`config.mk`:
```
export PLATFORM = sky130hd
export DESIGN_NAME = mm_tile_ctrl
export DESIGN_NICKNAME = d
export VERILOG_FILES = /design/src/rtl/mm_tile_ctrl.sv
export SDC_FILE = /design/constraint.sdc
export NUM_CORES = 1
export LEC_CHECK = 0
export ABC_AREA = 1
export ABC_CLOCK_PERIOD_IN_PS = 3950
export CAP_MARGIN = 20
export CORE_MARGIN = 3
export CORE_UTILIZATION = 60
export CTS_BUF_LIST = sky130_fd_sc_hd__clkbuf_8
export DETAILED_ROUTE_END_ITERATION = 8
export PLACE_DENSITY = 0.82
export SYNTH_ARGS = -nofsm -noshare
export SYNTH_HDL_FRONTEND = slang
export SYNTH_SLANG_ARGS = --single-unit
```
`constraint.sdc`:
```
create_clock -name i_clk -period 3.95 [get_ports i_clk]
set_clock_uncertainty 0.15 [all_clocks]
set_input_delay 0.79 -clock i_clk [delete_from_list [all_inputs] [get_ports i_clk]]
set_output_delay 0.79 -clock i_clk [all_outputs]
set_load 0.01 [all_outputs]
```
`src/rtl/mm_tile_ctrl.sv`:
```
// ---------------------------------------------------------------------------
// mm_tile_ctrl -- tiled matrix-multiply sequencer for C[512x512] = A x B.
//
// Walks all 1024 16x16 output tiles (row group outer, column group inner),
// driving read addresses into 16 banked A buffers and a 16-lane B buffer,
// and pulses completion per tile and per matrix.
//
// Ports:
//   i_clk          clock, rising edge
//   i_rst_n        asynchronous active-low reset
//   i_mode   [1:0] 0=INT8, 1=INT4, 2=INT4_VSQ, 3=reserved (sampled with i_start)
//   i_start        one-cycle start request
//   o_tile_done    one-cycle pulse per completed output tile
//   o_mtrx_done    one-cycle pulse when the whole matrix is done
//   o_busy_cycles  [31:0] read cycles of the last run (only with MM_CTRL_PERF_EN)
//
// Optional build macro: MM_CTRL_PERF_EN adds the o_busy_cycles counter.
//
// Buffers hold no reset; they are preloaded through the backdoor
// (A_BUF[b].ram_a.mem, ram_b.mem) before i_start.
// ---------------------------------------------------------------------------

// Synchronous-read buffer, 1-cycle latency, NPORT independent read ports.
module mm_tile_ram #(
    parameter int DEPTH = 128,
    parameter int AW    = 7,
    parameter int DW    = 264,
    parameter int NPORT = 1
) (
    input  logic                i_clk,
    input  logic                i_rd_en,
    input  logic [NPORT*AW-1:0] i_rd_addr,
    output logic [NPORT*DW-1:0] o_rd_data,
    input  logic                i_wr_en,
    input  logic [AW-1:0]       i_wr_addr,
    input  logic [DW-1:0]       i_wr_data
);
    logic [DW-1:0] mem [0:DEPTH-1];

    // Loader hook; the controller ties it off and content comes in by backdoor.
    always_ff @(posedge i_clk) begin
        if (i_wr_en) begin
            mem[i_wr_addr] <= i_wr_data;
        end
    end

    genvar gi;
    generate
        for (gi = 0; gi < NPORT; gi++) begin : RD_PORT
            logic [DW-1:0] rd_data_q;
            always_ff @(posedge i_clk) begin
                if (i_rd_en) begin
                    rd_data_q <= mem[i_rd_addr[gi*AW +: AW]];
                end
            end
            assign o_rd_data[gi*DW +: DW] = rd_data_q;
        end
    endgenerate
endmodule

module mm_tile_ctrl #(
    parameter int N_BANK  = 16,
    parameter int M_DIM   = 512,
    parameter int N_DIM   = 512,
    parameter int K_DIM   = 256,
    parameter int VEC_LEN = 64
) (
    input  logic        i_clk,
    input  logic        i_rst_n,
    input  logic [1:0]  i_mode,
    input  logic        i_start,
    output logic        o_tile_done,
    output logic        o_mtrx_done
`ifdef MM_CTRL_PERF_EN
    ,
    output logic [31:0] o_busy_cycles
`endif
);
    localparam int DW      = 4*VEC_LEN + 8;       // 64 nibbles + scale byte
    localparam int N_VEC   = K_DIM / VEC_LEN;     // 4 vectors per row/column
    localparam int A_DEPTH = (M_DIM / N_BANK) * N_VEC;
    localparam int B_DEPTH = N_DIM * N_VEC;
    localparam int A_AW    = 7;
    localparam int B_AW    = 11;
    localparam logic [4:0] RG_LAST = 5'(M_DIM / N_BANK - 1);
    localparam logic [4:0] CG_LAST = 5'(N_DIM / N_BANK - 1);

    typedef enum logic [1:0] {ST_IDLE, ST_RUN, ST_DONE} state_t;

    state_t     state_q, state_d;
    logic [1:0] mode_q, mode_d;
    logic [2:0] cyc_q, cyc_d;       // cycle within the current tile
    logic [4:0] cg_q, cg_d;
    logic [4:0] rg_q, rg_d;
    logic       last_rd_q, last_rd_d;   // final read of a tile was just issued
    logic       mlast_q, mlast_d;       // final read of the matrix was just issued
    logic       tile_done_q, tile_done_d;
    logic       mtrx_done_q, mtrx_done_d;
    logic       rd_en;
    logic [1:0] vec;
    logic [2:0] cyc_max;
    logic       start_acc;

    assign start_acc = (state_q == ST_IDLE) && i_start && (i_mode != 2'd3);

    always_comb begin
        state_d     = state_q;
        mode_d      = mode_q;
        cyc_d       = cyc_q;
        cg_d        = cg_q;
        rg_d        = rg_q;
        last_rd_d   = 1'b0;
        mlast_d     = 1'b0;
        tile_done_d = last_rd_q;   // pulse lines up with the last read's data
        mtrx_done_d = 1'b0;
        rd_en       = 1'b0;

        case (mode_q)
            2'd0:    cyc_max = 3'd7;
            2'd2:    cyc_max = 3'd4;
            default: cyc_max = 3'd3;
        endcase

        // INT8 holds each vector for two nibble-plane passes; VSQ re-reads
        // vec 3 in the fifth cycle to fetch its scale byte.
        case (mode_q)
            2'd0:    vec = cyc_q[2:1];
            2'd2:    vec = (cyc_q == 3'd4) ? 2'd3 : cyc_q[1:0];
            default: vec = cyc_q[1:0];
        endcase

        case (state_q)
            ST_IDLE: begin
                if (start_acc) begin
                    mode_d  = i_mode;
                    state_d = ST_RUN;
                    cyc_d   = 3'd0;
                    cg_d    = 5'd0;
                    rg_d    = 5'd0;
                end
            end
            ST_RUN: begin
                if (mlast_q) begin
                    // One drain cycle lets the final tile pulse go out first.
                    state_d = ST_DONE;
                end else begin
                    rd_en = 1'b1;
                    if (cyc_q == cyc_max) begin
                        cyc_d     = 3'd0;
                        last_rd_d = 1'b1;
                        cg_d      = cg_q + 5'd1;
                        if (cg_q == CG_LAST) begin
                            rg_d = rg_q + 5'd1;
                            if (rg_q == RG_LAST) begin
                                mlast_d = 1'b1;
                            end
                        end
                    end else begin
                        cyc_d = cyc_q + 3'd1;
                    end
                end
            end
            ST_DONE: begin
                mtrx_done_d = 1'b1;
                state_d     = ST_IDLE;
            end
            default: state_d = ST_IDLE;
        endcase
    end

    always_ff @(posedge i_clk or negedge i_rst_n) begin
        if (!i_rst_n) begin
            state_q     <= ST_IDLE;
            mode_q      <= 2'd1;
            cyc_q       <= 3'd0;
            cg_q        <= 5'd0;
            rg_q        <= 5'd0;
            last_rd_q   <= 1'b0;
            mlast_q     <= 1'b0;
            tile_done_q <= 1'b0;
            mtrx_done_q <= 1'b0;
        end else begin
            state_q     <= state_d;
            mode_q      <= mode_d;
            cyc_q       <= cyc_d;
            cg_q        <= cg_d;
            rg_q        <= rg_d;
            last_rd_q   <= last_rd_d;
            mlast_q     <= mlast_d;
            tile_done_q <= tile_done_d;
            mtrx_done_q <= mtrx_done_d;
        end
    end

    assign o_tile_done = tile_done_q;
    assign o_mtrx_done = mtrx_done_q;

    // A banks: every bank reads word rg*4+vec (row b+16*rg of A).
    logic [DW-1:0] unused_a_rd [N_BANK];
    genvar gi;
    generate
        for (gi = 0; gi < N_BANK; gi++) begin : A_BUF
            mm_tile_ram #(.DEPTH(A_DEPTH), .AW(A_AW), .DW(DW), .NPORT(1)) ram_a (
                .i_clk     (i_clk),
                .i_rd_en   (rd_en),
                .i_rd_addr ({rg_q, vec}),
                .o_rd_data (unused_a_rd[gi]),
                .i_wr_en   (1'b0),
                .i_wr_addr ('0),
                .i_wr_data ('0)
            );
        end
    endgenerate

    // B: lane j reads column cg*16+j, i.e. word {cg, j, vec}.
    logic [N_BANK*B_AW-1:0] b_addr;
    logic [N_BANK*DW-1:0]   unused_b_rd;
    generate
        for (gi = 0; gi < N_BANK; gi++) begin : B_LANE
            localparam logic [3:0] LANE = 4'(gi);
            assign b_addr[gi*B_AW +: B_AW] = {cg_q, LANE, vec};
        end
    endgenerate

    mm_tile_ram #(.DEPTH(B_DEPTH), .AW(B_AW), .DW(DW), .NPORT(N_BANK)) ram_b (
        .i_clk     (i_clk),
        .i_rd_en   (rd_en),
        .i_rd_addr (b_addr),
        .o_rd_data (unused_b_rd),
        .i_wr_en   (1'b0),
        .i_wr_addr ('0),
        .i_wr_data ('0)
    );

`ifdef MM_CTRL_PERF_EN
    logic [31:0] busy_q, busy_d;
    always_comb begin
        busy_d = busy_q;
        if (start_acc) begin
            busy_d = 32'd0;
        end else if (rd_en) begin
            busy_d = busy_q + 32'd1;
        end
    end
    always_ff @(posedge i_clk or negedge i_rst_n) begin
        if (!i_rst_n) begin
            busy_q <= 32'd0;
        end else begin
            busy_q <= busy_d;
        end
    end
    assign o_busy_cycles = busy_q;
`else
    // No cycle counter in this build.
`endif
endmodule

```
==> impl_metrics.csv, run 1 <==
group,metric,value,unit
cells_and_area,multi_input_area,515,µm²
cells_and_area,nNetsFinal,149,
floorplanning,pin_count,7,
cells_and_area,final_cell_mix,"39 x nand2_1, 20 x dfrtp_1, 14 x inv_1",
placed_design,portBuffers,6,
cts,clk_latency,0.26,ns
cts,clockRootBuffer,"clkbuf_8",
yosys,ys_ff_latch,21,
floorplanning,die-area,2430,µm²
power_and_ir_drop,power,363,µW
yosys,syn-cell-area,1120,µm²
route,drc,0,
floorplanning,core_area,1750,µm²
power_and_ir_drop,irDropWorstVdd,176,µV
route,drtAntennaViolNets,0,
cells_and_area,drive_above_1_share,13.8,%
yosys,synth_cells,129,
yosys,syn_nets,139,
floorplanning,die_y,49.3,µm
cells_and_area,seqCellArea,527,µm²
yosys,syn_area_per_cell,8.72,µm²
power_and_ir_drop,power_density,292,nW/µm²
yosys,ys_seq_area_share,46.8,%
route,wirelength,1.92,mm
cts,clock_path_buffers,2,
floorplanning,dieWidth,49.3,µm
setup_path,worstPathArrival,1.12,ns
cts,cts_hold_buffers,0,
sta,final_max_slew_viol_count,0,
cells_and_area,diodes,0,
cts,h-tree-depth,1,
yosys,synth_warnings,0,
setup_path,cp-end-kind,"output port",
setup_path,worstPathMaxFanout,1,
cells_and_area,fillCellCount,145,
cells_and_area,fin_area,1240,µm²
setup_path,crit_path_start_kind,"register",
cts,clk_pin_slew_worst_paths,0.08,ns
placed_design,placed_area,1200,µm²
setup_path,path_delay_family,"buffers and inverters",
setup_path,critical_path_class,"reg -> out",
cells_and_area,mostFrequentLayoutCell,"nand2_1",
placed_design,place_hpwl,1.38,mm
hold_path,hp-class,"reg -> reg",
setup_path,crit_chain,"clkdlybuf4s50_1",
setup_path,critPathMaxStageDelay,0.53,ns
yosys,synth_cell_types,23,
route,wl_per_cell,11.8,µm
route,met2_length,932,µm
grt,grt_pass1_vias,819,
sta,rsz0062_at_grt,"no",
cts,postCtsSetupRepairBufs,0,
setup_path,required,3.01,ns
power_and_ir_drop,p_leak,0.000654,µW
placed_design,gp_congestion,0.826,
sta,min_period,2.06,ns
floorplanning,initial_core_util,64.4,%
sta,relSlewSlack,40.0,%
cts,cts_resized,0,
route,topRoutingLayerUsed,"met4",
route,first_pass_iters,4,
floorplanning,rows,15,
run_status,status,"finished, final reports clean",
cts,clock_sinks,21,
grt,grt_max_degree,22,
grt,grt_usage,19.3,%
cts,cts_tree,"done",
sta,holdWs,0.205,ns
sta,fin_crit_sh,52.0,%
grt,antenna_found_initial,0,
flow_run,max_cap_violations,0,
setup_path,critPathBufInv,1,
route,routedLengthMet1,894,µm
route,vias,829,
route,wl_met3,57,µm
route,via_per_inst,5.09,
route,drt-initial-drc-count,14,
sta,fmax,0.486,GHz
grt,grt_pass1_wl,3.54,mm
sta,worst_slew_pin_slew,0.898,ns
grt,grt_overflow_total,0,
cts,cts_buffers,3,
sta,finalSetupViolations,0,
sta,tns,0,ns
sta,finalHoldViolations,0,
setup_path,slowest_stage,"clkdlybuf4s50_1",
cells_and_area,syn2layout_area_growth,10.3,%
[cell usage after synthesis (all sizes together)]
| library cell | number | area share (%) |
|---|---|---|
| nor3 | 1 | 0.44 |
| nand3 | 11 | 5.3 |
| o21ai | 6 | 4.7 |
| o21a | 1 | 0.67 |
| dfstp | 1 | 2.3 |
| or2 | 2 | 1.1 |
| xor2 | 3 | 2.3 |
| a21oi | 1 | 0.44 |
| ha | 5 | 5.6 |
| nor3b | 2 | 1.3 |
| inv | 16 | 5.6 |
| nand4 | 3 | 2.2 |
| dfrtp | 20 | 44 |
| nor2 | 14 | 6.1 |
| nand2 | 42 | 16 |
| buf | 1 | 1.8 |
[logic make-up after synthesis]
kind of cell	synth area share, %
AO/OA/AOI/OAI	5.78
adder cells (fa/ha/maj)	5.56
flip-flops	46.8
buffers and inverters	7.34
AND/OR/NAND/NOR	32.1
XOR/XNOR	2.34
[sequential cells by signal (all words and copies together), names as in the netlist]
register     cells
o_tile_done      1
cg_q             5
o_mtrx_done      1
rg_q             5
mode_q           2
state_q          2
last_rd_q        1
mlast_q          1
cyc_q            3
[final timing paths]
kind | start | endpoint | slack [ns] | cells after the start
min | last_rd_q$_DFF_PN0_ | o_tile_done$_DFF_PN0_ | 0.20 | 0
max reg2reg | cg_q[0]$_DFFE_PN0P_ | rg_q[3]$_DFFE_PN0P_ | 2.31 | 8
max in group asynchronous | i_rst_n | cyc_q[1]$_DFFE_PN0P_ | 2.22 | 1
max | o_tile_done$_DFF_PN0_ | o_tile_done | 1.89 | 1
min in group asynchronous | i_rst_n | o_mtrx_done$_DFF_PN0_ | 0.88 | 1
min reg2reg | last_rd_q$_DFF_PN0_ | o_tile_done$_DFF_PN0_ | 0.20 | 0
[power breakdown]
part	total [µW]	leakage [µW]	switching [µW]	internal [µW]
clock network	140	0.0000269	70.2	69.3
logic	8.48	0.000377	4.87	3.61
registers	215	0.000250	0	215
total	363	0.000654	75.1	288
[per-stage QoR]
| stage | std cells | util [%] | setup slack [ns] |
|---|---|---|---|
| 6_report | 163 | 71.1 | 1.89 |
| 5_1_grt | 163 | 71.1 | 1.85 |
| 4_1_cts | 163 | 71.1 | 1.88 |
| 3_5_place_dp | 159 | 68.5 | 1.70 |
| 3_3_place_gp | 159 | 68.5 | 1.74 |
| 2_1_floorplan | 129 | - | 2.34 |
[per-layer routing]
metal	vias up	global-route usage [%]
met5	-	0
met4	0	9.95
met3	4	4.28
met2	10	30.6
met1	390	24.4
li1	425	-
[layout make-up]
type	instances	area share (%)
Clock buffer	3	3.33
Clock inverter	1	0.302
Inverter	16	5.04
Multi-Input combinational cell	91	41.5
Sequential cell	21	42.4
Tap cell	25	2.52
Timing Repair Buffer	6	4.84
No activity file was read; power rests on OpenSTA's default activity.
==> run 2, diff against run 1 <==
--- a/config.mk
+++ b/config.mk
@@ -6,7 +6,7 @@
 export NUM_CORES = 1
 export LEC_CHECK = 0
 export ABC_AREA = 1
-export ABC_CLOCK_PERIOD_IN_PS = 3950
+export ABC_CLOCK_PERIOD_IN_PS = 2000
 export CAP_MARGIN = 20
 export CORE_MARGIN = 3
 export CORE_UTILIZATION = 60
==> constraint.sdc (replaced) <==
create_clock -name i_clk -period 2 [get_ports i_clk]
set_clock_uncertainty 0.15 [all_clocks]
set_input_delay 0.4 -clock i_clk [delete_from_list [all_inputs] [get_ports i_clk]]
set_output_delay 0.4 -clock i_clk [all_outputs]
set_load 0.01 [all_outputs]
==> run 2 against run 1 <==
Critical path type unchanged; largest cell class unchanged; worst hold slack improved by 0.025 ns; flip-flop and latch count unchanged; setup slack got worse by 1.5 ns; die area unchanged; power increased by 96%; sequential power increased by 97%; core utilization increased by 0.50 points; critical endpoint unchanged.
==> impl_metrics.csv, run 2 (synthesis results as in run 1) <==
group,metric,value,unit
cells_and_area,multi_input_area,515,µm²
setup_path,path_delay_family,"buffers and inverters",
cells_and_area,top_regs,"cg_q x5, rg_q x5, cyc_q x3",
route,vias,793,
setup_path,worstPathArrival,1.10,ns
flow_run,max_cap_violations,0,
sta,tns,0,ns
setup_path,critical_path.reg2reg.startpoint,"cg_q[0]$_DFFE_PN0P_",
cts,clock_path_buffers,2,
route,wl_per_cell,11.6,µm
run_status,status,"finished, final reports clean",
cells_and_area,syn2layout_area_growth,11.1,%
setup_path,crit_path_start_kind,"register",
setup_path,r2r_slack,0.36,ns
hold_path,hold_depth,0,
sta,final_max_slew_viol_count,0,
cts,clk_latency,0.25,ns
floorplanning,pin_count,7,
floorplanning,core_area,1750,µm²
setup_path,critical_path_class,"reg -> out",
cts,cts_buffers,3,
setup_path,required,1.45,ns
sta,fmax,0.604,GHz
route,via_per_inst,4.84,
cts,clk_pin_slew_worst_paths,0.07,ns
floorplanning,die-area,2430,µm²
sta,finalHoldViolations,0,
cells_and_area,nNetsFinal,150,
placed_design,place_hpwl,1.42,mm
sta,worst_slew_pin_slew,0.268,ns
cells_and_area,mostFrequentLayoutCell,"nand2_1",
cts,cts_tree,"done",
power_and_ir_drop,power_density,568,nW/µm²
cts,postCtsSetupRepairBufs,0,
route,wirelength,1.90,mm
route,first_pass_iters,4,
setup_path,worstPathMaxFanout,1,
cells_and_area,fillCellCount,134,
floorplanning,rows,15,
floorplanning,die_y,49.3,µm
sta,rsz0062_at_grt,"no",
route,drc,0,
setup_path,cp-end-kind,"output port",
placed_design,gp_congestion,0.817,
grt,grt_usage,18.7,%
floorplanning,initial_core_util,64.4,%
cts,cts_hold_buffers,0,
cells_and_area,final_cell_mix,"39 x nand2_1, 20 x dfrtp_1, 13 x inv_1, 13 x nor2_1, 10 x nand3_1",
route,drt-initial-drc-count,19,
cts,cts_resized,0,
placed_design,portBuffers,6,
cts,h-tree-depth,1,
setup_path,r2r_cells,8,
cells_and_area,seqCellArea,527,µm²
floorplanning,dieWidth,49.3,µm
route,drtAntennaViolNets,0,
setup_path,startpoint,"o_tile_done$_DFF_PN0_",
grt,antenna_found_initial,0,
sta,min_period,1.65,ns
power_and_ir_drop,p_leak,0.000657,µW
grt,grt_pass1_vias,784,
sta,fin_crit_sh,82.7,%
grt,grt_overflow_total,0,
grt,grt_pass1_wl,3.39,mm
power_and_ir_drop,irDropWorstVdd,431,µV
power_and_ir_drop,power,710,µW
setup_path,slowest_stage,"clkdlybuf4s50_1",
hold_path,hp-class,"reg -> reg",
setup_path,critPathMaxStageDelay,0.53,ns
hold_path,worstHoldStart,"last_rd_q$_DFF_PN0_",
sta,finalSetupViolations,0,
cells_and_area,stdcell_count,164,
cts,clock_sinks,21,
cells_and_area,drive_above_1_share,15.1,%
sta,relSlewSlack,82.1,%
setup_path,crit_chain,"clkdlybuf4s50_1",
placed_design,dp_cells,160,
setup_path,r2r_end,"rg_q[0]$_DFFE_PN0P_",
hold_path,whs_endpoint,"o_tile_done$_DFF_PN0_",
grt,grt_max_degree,22,
cells_and_area,diodes,0,
setup_path,critPathBufInv,1,
cts,clockRootBuffer,"clkbuf_8",
[run 2: cell types whose count changed in the layout (fill, tap and decap cells not counted)]
cell and delta:
buf_4 +1, inv_1 -1, clkinv_2 +1
[run 2: worst max path at each step]
| stage | endpoint | slack, ns | depth (start not counted) |
|---|---|---|---|
| CTS | o_tile_done | 0.33 | 1 |
| global placement | rg_q[1]$_DFFE_PN0P_ | 0.19 | 6 |
| finish | o_tile_done | 0.35 | 1 |
| floorplan | rg_q[0]$_DFFE_PN0P_ | 0.50 | 8 |
| detailed placement | rg_q[0]$_DFFE_PN0P_ | 0.13 | 6 |
| global route | rg_q[1]$_DFFE_PN0P_ | 0.27 | 8 |
[run 2: cell type report]
type | instances | share of cell area, %
clock inverter | 1 | 0.400
inverter | 16 | 5.01
tap | 25 | 2.50
sequential | 21 | 42.1
multi-input combinational | 91 | 41.2
clock buffer | 3 | 3.30
timing repair buffer | 7 | 5.41
[run 2: stage by stage]
stage / setup WS [ns] / hold slack (ns) / util [%] / instance area (µm²)
floorplan: 0.505 / -0.0456 / - / 1120
global placement: 0.187 / 0.184 / 69.0 / 1200
detailed placement: 0.133 / 0.216 / 69.0 / 1200
CTS: 0.328 / 0.237 / 71.6 / 1250
global route: 0.271 / 0.245 / 71.6 / 1250
finish: 0.345 / 0.229 / 71.6 / 1250
[run 2: metal layers]
layer	GRT usage, %	wire, µm	vias up
met5	0	0	-
met4	9.95	33	0
met3	3.36	56	4
met2	29.5	912	10
met1	24.4	898	355
li1	-	-	424
[run 2: power breakdown]
part | internal [µW] | total [µW] | switching (µW)
Sequential | 424 | 424 | 0
Clock | 138 | 267 | 129
Combinational | 8.42 | 18.5 | 10.1
==> run 3, diff against run 2 <==
--- a/config.mk
+++ b/config.mk
@@ -6,7 +6,7 @@
 export NUM_CORES = 1
 export LEC_CHECK = 0
 export ABC_AREA = 1
-export ABC_CLOCK_PERIOD_IN_PS = 2000
+export ABC_CLOCK_PERIOD_IN_PS = 1600
 export CAP_MARGIN = 20
 export CORE_MARGIN = 3
 export CORE_UTILIZATION = 60
==> constraint.sdc (replaced) <==
create_clock -name i_clk -period 1.6 [get_ports i_clk]
set_clock_uncertainty 0.15 [all_clocks]
set_input_delay 0.32 -clock i_clk [delete_from_list [all_inputs] [get_ports i_clk]]
set_output_delay 0.32 -clock i_clk [all_outputs]
set_load 0.01 [all_outputs]
==> run 3 against run 2 <==
Core utilization grew 6.5 points; non-clock buffer count grew 9; sequential share of layout area shrank 3.5 points; via count grew 13%; critical endpoint is now rg_q[2]$_DFFE_PN0P_; largest cell class is now multi-input combinational cells; largest power group unchanged.
==> impl_metrics.csv, run 3 (synthesis results as in run 1) <==
group,metric,value,unit
run_status,status,"finished, final reports clean",
sta,worst_slew_pin_slew,0.271,ns
placed_design,place_ws,-0.0480,ns
power_and_ir_drop,p_leak,0.000718,µW
setup_path,crit_chain,"ha_4 -> nand2_2 -> nor2_2 -> ha_2 -> or2_0 -> nand3_2 -> nand2_1 -> nand2_1",
route,drt-initial-drc-count,15,
setup_path,critPathMaxStageDelay,0.41,ns
route,wirelength,2.22,mm
cts,h-tree-depth,1,
grt,grt_overflow_total,0,
cts,clk_pin_slew_worst_paths,0.07,ns
setup_path,crit_path_start_kind,"register",
placed_design,placed_area,1260,µm²
power_and_ir_drop,power_density,656,nW/µm²
power_and_ir_drop,internal_power,713,µW
sta,setup_ws,0.0545,ns
route,routedLengthMet1,955,µm
cts,cts_hold_buffers,0,
power_and_ir_drop,power_frac_comb,2.8,%
floorplanning,die-area,2430,µm²
floorplanning,dieWidth,49.3,µm
grt,grt_pass1_wl,3.84,mm
placed_design,portBuffers,6,
power_and_ir_drop,power_frac_seq,59.4,%
setup_path,worstPathArrival,1.55,ns
route,via_per_inst,5.18,
sta,min_period,1.55,ns
cells_and_area,final_util,78.1,%
sta,relSlewSlack,81.9,%
setup_path,worstPathMaxFanout,5,
grt,antenna_found_initial,0,
cells_and_area,syn2layout_area_growth,21.1,%
cells_and_area,diodes,0,
placed_design,dp_cells,166,
sta,fin_crit_sh,96.6,%
cells_and_area,stdcell_count,173,
grt,grt_max_degree,22,
setup_path,r2r_slack,0.05,ns
floorplanning,die_y,49.3,µm
cells_and_area,top_regs,"cg_q x5, rg_q x5, cyc_q x3",
route,first_pass_iters,4,
setup_path,slowest_stage,"dfrtp_1",
sta,final_max_slew_viol_count,0,
cts,cts_tree,"done",
setup_path,cpMostUsedCell,"nand2_1",
cts,clk_latency,0.26,ns
setup_path,critical_path_class,"reg -> reg",
cells_and_area,drive_above_1_share,25.0,%
floorplanning,rows,15,
setup_path,cp-end-kind,"register",
setup_path,critPathBufInv,0,
cells_and_area,fillCellCount,110,
grt,grt_usage,20.5,%
route,vias,896,
power_and_ir_drop,power_frac_clock,37.8,%
setup_path,required,1.60,ns
cells_and_area,fin_area,1360,µm²
floorplanning,initial_core_util,64.4,%
cts,clock_sinks,21,
floorplanning,core_area,1750,µm²
cts,clock_path_buffers,2,
route,wl_met3,81,µm
cts,clockRootBuffer,"clkbuf_8",
route,drtAntennaViolNets,0,
sta,holdWs,0.207,ns
grt,grt_pass1_vias,884,
sta,finalSetupViolations,0,
power_and_ir_drop,irDropWorstVdd,644,µV
route,topRoutingLayerUsed,"met4",
power_and_ir_drop,swShare,20.1,%
cells_and_area,mostFrequentLayoutCell,"nand2_1",
route,met2_length,1.15,mm
cells_and_area,nNetsFinal,159,
sta,fmax,0.647,GHz
setup_path,path_delay_family,"simple AND/OR/NAND/NOR gates",
placed_design,gp_congestion,0.839,
power_and_ir_drop,switching_power,180,µW
route,wl_per_cell,12.8,µm
cells_and_area,final_cell_mix,"36 x nand2_1, 20 x dfrtp_1, 14 x inv_1",
route,drc,0,
placed_design,place_hpwl,1.57,mm
floorplanning,pin_count,7,
cts,cts_buffers,3,
flow_run,max_cap_violations,0,
hold_path,hp-class,"reg -> reg",
sta,finalHoldViolations,0,
## run 3: changes by cell type in the layout (fill, tap and decap cells not counted), sizes merged
cell           before  now
clkdlybuf4s50       6    4
clkinv              1    0
dlygate4sd2         0    1
dlymetal6s2s        0    1
inv                16   17
buf                 1   10
## run 3: power by group through the flow
stage / combinational (µW) / clock (µW) / sequential [µW]
after floorplan: 0.841 / 0 / 541
after global placement: 25.4 / 0 / 541
after detailed placement: 25.9 / 0 / 541
after CTS: 26.0 / 344 / 530
after global routing: 27.7 / 373 / 530
final: 25.3 / 337 / 531
## run 3: cell type report
cell class / count / area (µm²) / share of cell area (%)
repair buffers: 16 / 149 / 10.9
clock buffers: 3 / 41.3 / 3.03
well taps: 25 / 31.3 / 2.30
multi-input cells: 91 / 548 / 40.2
clock inverters: 1 / 3.75 / 0.275
flip-flops and latches: 21 / 527 / 38.7
inverters: 16 / 62.6 / 4.59
## run 3: routing by layer
metal  vias to the layer above  global-route usage, %
met2                        22                   34.4
met3                         4                   3.98
met4                         0                   9.95
met1                       427                   25.0
met5                         -                      0
li1                        443                      -
## run 3: path summary, 6_finish.rpt
| check | startpoint | end | cells after the start |
|---|---|---|---|
| worst max-delay path | cg_q[1]$_DFFE_PN0P_ | rg_q[2]$_DFFE_PN0P_ | 8 |
| worst min-delay path | last_rd_q$_DFF_PN0_ | o_tile_done$_DFF_PN0_ | 0 |
| worst max register to register | cg_q[1]$_DFFE_PN0P_ | rg_q[2]$_DFFE_PN0P_ | 8 |
| worst min register to register | last_rd_q$_DFF_PN0_ | o_tile_done$_DFF_PN0_ | 0 |
| max in group asynchronous | i_rst_n | mode_q[0]$_DFFE_PN1P_ | 2 |
| min in group asynchronous | i_rst_n | mode_q[1]$_DFFE_PN0P_ | 2 |
## run 3: worst register-to-register path: cells and delay by family (launching register included)
family | cells | cell delay [ns]
flops | 1 | 0.41
fa+ha+maj | 2 | 0.35
simple gates | 6 | 0.52
## run 3: stage by stage
stage	setup TNS, ns	total power (µW)
2_1_floorplan	0	542
3_3_place_gp	-0.0825	566
3_5_place_dp	-0.290	567
4_1_cts	0	900
5_1_grt	-0.0214	931
6_report	0	893
## run 3: repair_timing
action | 4_1_cts | 5_1_grt
pin swaps | 0 | 6
resized for setup | 2 | 9
setup endpoints to repair | 6 | 11
setup buffers | 0 | 3
